### src/rtl/id_ex_pipeline_reg.sv
// id_ex_pipeline_reg: decode-to-execute pipeline register with stall, flush and a saturating bubble counter
module id_ex_pipeline_reg #(
  parameter int XLEN  = 32,
  parameter int CNT_W = 16
) (
  input  logic             clk,
  input  logic             reset,
  input  logic             StallE,
  input  logic             FlushE,
  input  logic             ValidD,
  input  logic             RegWriteD,
  input  logic             MemWriteD,
  input  logic             ALUSrcD,
  input  logic             BranchD,
  input  logic             JumpD,
  input  logic [1:0]       ResultSrcD,
  input  logic [2:0]       ALUControlD,
  input  logic [2:0]       Funct3D,
  input  logic [XLEN-1:0]  RD1D,
  input  logic [XLEN-1:0]  RD2D,
  input  logic [XLEN-1:0]  PCD,
  input  logic [XLEN-1:0]  PCPlus4D,
  input  logic [XLEN-1:0]  ImmExtD,
  input  logic [4:0]       Rs1D,
  input  logic [4:0]       Rs2D,
  input  logic [4:0]       RdD,
  output logic             ValidE,
  output logic             RegWriteE,
  output logic             MemWriteE,
  output logic             ALUSrcE,
  output logic             BranchE,
  output logic             JumpE,
  output logic [1:0]       ResultSrcE,
  output logic [2:0]       ALUControlE,
  output logic [2:0]       Funct3E,
  output logic [XLEN-1:0]  RD1E,
  output logic [XLEN-1:0]  RD2E,
  output logic [XLEN-1:0]  PCE,
  output logic [XLEN-1:0]  PCPlus4E,
  output logic [XLEN-1:0]  ImmExtE,
  output logic [4:0]       Rs1E,
  output logic [4:0]       Rs2E,
  output logic [4:0]       RdE,
  output logic [CNT_W-1:0] BubbleCount
);
  typedef struct packed {
    logic            valid;
    logic            reg_write;
    logic            mem_write;
    logic            alu_src;
    logic            branch;
    logic            jump;
    logic [1:0]      result_src;
    logic [2:0]      alu_control;
    logic [2:0]      funct3;
    logic [XLEN-1:0] rd1;
    logic [XLEN-1:0] rd2;
    logic [XLEN-1:0] pc;
    logic [XLEN-1:0] pc_plus4;
    logic [XLEN-1:0] imm_ext;
    logic [4:0]      rs1;
    logic [4:0]      rs2;
    logic [4:0]      rd;
  } ex_t;
  ex_t d_in, e_d, e_q;
  logic [CNT_W-1:0] cnt_d, cnt_q;
  always_comb begin
    d_in  = '{valid: ValidD, reg_write: RegWriteD, mem_write: MemWriteD, alu_src: ALUSrcD,
              branch: BranchD, jump: JumpD, result_src: ResultSrcD, alu_control: ALUControlD,
              funct3: Funct3D, rd1: RD1D, rd2: RD2D, pc: PCD, pc_plus4: PCPlus4D,
              imm_ext: ImmExtD, rs1: Rs1D, rs2: Rs2D, rd: RdD};
    // an all-zero bubble keeps rd=x0 with write disabled, so it never trips forwarding
    e_d   = FlushE ? '0 : StallE ? e_q : d_in;
    cnt_d = (FlushE && cnt_q != '1) ? cnt_q + 1'b1 : cnt_q;
  end
  always_ff @(posedge clk) begin
    if (reset) begin
      e_q   <= '0;
      cnt_q <= '0;
    end else begin
      e_q   <= e_d;
      cnt_q <= cnt_d;
    end
  end
  assign ValidE      = e_q.valid;
  assign RegWriteE   = e_q.reg_write;
  assign MemWriteE   = e_q.mem_write;
  assign ALUSrcE     = e_q.alu_src;
  assign BranchE     = e_q.branch;
  assign JumpE       = e_q.jump;
  assign ResultSrcE  = e_q.result_src;
  assign ALUControlE = e_q.alu_control;
  assign Funct3E     = e_q.funct3;
  assign RD1E        = e_q.rd1;
  assign RD2E        = e_q.rd2;
  assign PCE         = e_q.pc;
  assign PCPlus4E    = e_q.pc_plus4;
  assign ImmExtE     = e_q.imm_ext;
  assign Rs1E        = e_q.rs1;
  assign Rs2E        = e_q.rs2;
  assign RdE         = e_q.rd;
  assign BubbleCount = cnt_q;
endmodule

### config.mk
export PLATFORM = sky130hd
export DESIGN_NAME = id_ex_pipeline_reg
export DESIGN_NICKNAME = d
export VERILOG_FILES = /design/src/rtl/id_ex_pipeline_reg.sv
export SDC_FILE = /design/constraint.sdc
export NUM_CORES = 1
export LEC_CHECK = 0
export ABC_CLOCK_PERIOD_IN_PS = 2700
export CORE_AREA = 2 2 155 157
export CTS_CLUSTER_SIZE = 24
export DETAILED_ROUTE_END_ITERATION = 6
export DIE_AREA = 0 0 157 159
export GPL_TIMING_DRIVEN = 0
export PLACE_DENSITY = 0.72
export RECOVER_POWER = 50
export SLEW_MARGIN = 20
export SYNTH_ARGS = -nofsm -noshare
export SYNTH_HDL_FRONTEND = slang
export SYNTH_SLANG_ARGS = --single-unit
### constraint.sdc
create_clock -name clk -period 2.7 [get_ports clk]
set_input_delay 0.54 -clock clk [delete_from_list [all_inputs] [get_ports clk]]
set_output_delay 0.54 -clock clk [all_outputs]
set_load 0.01 [all_outputs]
# Word level (Yosys, flattened, before mapping)
# Index checks and enable logic that the tools add are counted.
[word_totals] reg_bits=205 inputBits=193 output_inout_bits=205 elab_cells=22
[classes] addsub=1 eq_ne=1 n_reduce_logical=2
[ops] cell="$add 16x1->16 const B" count=1
[ops] cell="$ne 16x16->1 const B" count=1
[ops] cell="$reduce_or 2->1" count=1
[ops] cell="$logic_and 1x1->1" count=1

# Longest topological paths before layout
[depth] ltp_word=2 depth_mapped=6 mapped_depth_nobuf=5

# Least setup slack after synthesis
# Ideal clock, no wire load.
[synth_timing] path_kind="input -> register" startpoint="input port FlushE" endpoint="register cnt_q[15] (netlist: BubbleCount[15])" setup_ns=0.070 t_arrival_ns=1.889 required_time_ns=2.630 setup_slack_ns=0.742 path_stages=6 n_path_buf=2 path_cell_list="buf_4 nand4_2 or3_1 buf_2 or4_1 a21oi_1"
[synth_between] elab_chain_len=1
[synth_rtl] item="start: declaration" line_no="9" rtl="input logic FlushE,"
[synth_rtl] item="$logic_and 1x1->1" line_no="74" rtl="cnt_d = (FlushE && cnt_q != '1) ? cnt_q + 1'b1 : cnt_q;"
[synth_rtl] item="end signal: assignment" line_no="82" rtl="cnt_q <= cnt_d;"
[synth_rtl] item="end: declaration" line_no="66" rtl="logic [CNT_W-1:0] cnt_d, cnt_q;"
# No other way between the ends.
# A chain may end at the register's enable or synchronous reset.

# Final worst setup path
[layout_timing] startpoint="input port reset" endpoint="register e_q (netlist bit PCPlus4E[22])"
[layout_between] elab_chain_len=1
[layout_rtl] item="start: declaration" line_no="7" rtl="input logic reset,"
[layout_rtl] item="$reduce_or 2->1 (no line)"
[layout_rtl] item="end signal: assignment" line_no="78" rtl="e_q <= '0;"
[layout_rtl] item="end signal: assignment" line_no="81" rtl="e_q <= e_d;"
[layout_rtl] item="end: declaration" line_no="65" rtl="ex_t d_in, e_d, e_q;"
# No other way between the ends.

==> summary.txt <==
area fraction of the dominant cell type after synthesis - 55.6%
Reg power frac - 41.6%
Final WS setup - 0.384 ns
RePlAce Congestion - 0.770
largest net degree at the start of global routing - 14
power share of the clock group - 47.1%
Final period util - 85.8%
clock latency on the worst-skew pair - 0.50 ns
Die W - 157 microns
via count - 6583
Residual DRC - 0
post-synthesis sequential area ratio - 55.6%
Hold WC Path Type - primary input to flop
initial antenna violation count - 0
Post-CTS Resized - 0
TritonCTS Sinks - 205
RSZ-0062 raised after global routing - no
DRT antenna net count - 0
sw frac - 21.5%
Syn-to-layout area delta - 70.9%
clk_skew - 0.00520 ns
Num CTS Buffers - 24
Post-layout nets - 1322
Mapped Area - 7390 sq um
CP Class - primary input to flop
crit start category - primary input
commonest non-fill, non-tap cell in the layout - clkdlybuf4s50_1
Seq cells post-synth - 205
Tmin final - 2.32 ns
Synth area leaders - dfxtp_1, mux2i_1, nor2_1
Routed met1 length - 9080 microns
num rows - 56
Worst R2R Path Depth - 5
Fmax - 432 MHz
CTS tree - built
WL final - 23600 microns
core area - 23200 sq um
Worst VDD drop - 0.000460 V
max-cap check violation count - 0
Hold Buf Count CTS - 0
CP required - 3.05 ns
vias in the first global route - 6551
Ys Warns - 0
port bufs - 394
max_slew headroom - 31.1%
Detail Placement HPWL - 17900 microns
WL met2 - 11900 microns
commonest cells after routing, fill and taps aside - clkdlybuf4s50_1, dfxtp_1, nor2_1
Sum Neg Setup Slack - 0 ns
combinational power share - 11.3%
area occupied by multi-input gates - 3080 sq um
switching power - 0.00164 W
Hold Path Depth - 2
Final setup violation count - 0
CP arrival - 2.67 ns
PwrDens - 604 nW/um^2
Pins Over Slew Limit - 0
status - finished clean
drt pass-1 iters - 4
P_int - 0.00598 W
# IOs - 398
Iteration-0 DRC Markers - 218
Critical Path End Type - flop
DR top layer - met4
Vias per Instance - 4.50
n_diodes - 0
Die ar. - 25000 sq um
Storage cell area - 4100 sq um
Synthesized Nets - 902
post-synthesis cell count - 708
Static Leak - 5.47 nW
met3 wire length - 2070 microns
fillers - 2067
post-CTS setup buffers - 0
Clk Tree Root Cell - clkbuf_16
die height - 159 microns
worst-margin pin slew - 1.03 ns
Tot GR Track Use - 18.1%
htree depth - 1
Worst-path clk slew - 0.06 ns
Fin. Hold Viols - 0
Synth cell types - 31
Starting Density - 31.9%
global-route wire length before repair - 36000 microns
area leader, netlist - dfxtp_1
DP Worst Slack - -0.257 ns
share of layout cells above drive strength 1 - 4.72%
wire per inst - 16.1 microns
Avg Cell Area, Syn - 10.4 sq um
CTS max path bufs - 3
maximum fanout along the worst path - 10
gr ovfl total - 0
==> flip-flops by register name, summed over array words and instances (netlist names) <==
| signal | flops |
|---|---|
| PCPlus4E | 32 |
| RD2E | 32 |
| MemWriteE | 1 |
| RD1E | 32 |
| ResultSrcE | 2 |
| ALUSrcE | 1 |
| ALUControlE | 3 |
| Rs1E | 5 |
| Funct3E | 3 |
| RdE | 5 |
| JumpE | 1 |
| Rs2E | 5 |
| ImmExtE | 32 |
| BubbleCount | 16 |
| ValidE | 1 |
| RegWriteE | 1 |
| BranchE | 1 |
| PCE | 32 |
==> final timing paths <==
| check | startpoint | to | slack [ns] |
|---|---|---|---|
| hold reg to reg | PCPlus4E[0] | PCPlus4E[0] | 0.49 |
| setup reg to reg | BubbleCount[9] | BubbleCount[3] | 0.72 |
| hold / removal | reset | BubbleCount[15] | 0.33 |
| setup / recovery | reset | PCPlus4E[22] | 0.38 |
==> cell type report <==
type	count	share of cell area (%)
clock buffers	33	5.75
repair buffers	394	31.2
inverters	5	0.149
clock inverters	8	1.33
multi-input cells	451	24.4
flip-flops and latches	205	32.5
well taps	319	3.16
plain buffers	47	1.49
==> per-stage QoR <==
| stage | cell area [sq um] | cells | total power (W) | util, % | hold slack, ns |
|---|---|---|---|---|---|
| finish | 12600 | 1462 | 0.00762 | 54.4 | 0.334 |
| global route | 12600 | 1462 | 0.00792 | 54.4 | 0.347 |
| CTS | 12600 | 1462 | 0.00777 | 54.4 | 0.313 |
| detailed placement | 11700 | 1421 | 0.00413 | 50.6 | 0.483 |
| global placement | 11700 | 1421 | 0.00412 | 50.6 | 0.473 |
| floorplan | 7390 | 708 | 0.00358 | - | 0.516 |
==> cells in the mapped netlist <==
cell	number
xor2_1	1
nand2_1	5
and4_1	1
o31ai_1	7
dfxtp_1	205
mux2i_1	189
buf_4	1
nand4_1	6
or4_2	2
nand4_2	1
ha_1	1
nor4_4	1
and4_2	2
nor2b_1	1
o21ai_0	4
clkbuf_1	32
or4_1	6
or3_1	3
nand2b_1	1
o21a_1	1
nor3_1	3
nand3_1	4
buf_2	6
a21oi_1	12
buf_1	8
a211oi_1	1
nor2_1	194
nand3b_1	1
inv_1	5
o41ai_1	3
or2_2	1
==> worst max-delay path: stages <==
cell and delay, ns:
buf_2 0.19, or2_2 0.14, clkbuf_1 0.49, clkbuf_1 0.52, clkbuf_1 0.68, nor2_1 0.11
==> power by group through the flow <==
stage | logic, W | registers (W) | clock network (W)
floorplan | 0.000302 | 0.00328 | 0
global placement | 0.000882 | 0.00323 | 0
detailed placement | 0.000889 | 0.00324 | 0
CTS | 0.000895 | 0.00317 | 0.00370
global route | 0.000928 | 0.00318 | 0.00381
finish | 0.000863 | 0.00317 | 0.00359
==> logic make-up after synthesis <==
| family | synth area share (%) |
|---|---|
| compound gates | 2.35 |
| simple gates | 13.4 |
| fa+ha+maj | 0.169 |
| xor+xnor | 0.119 |
| buf+inv | 2.79 |
| flops | 55.6 |
| mux | 25.6 |
==> metal layers <==
metal,track usage [%],vias up
li1,-,3243
met1,20.1,3054
met2,33.1,254
met3,5.42,32
met4,4.88,0
met5,0,-
Power figures use the tool's default switching activity.
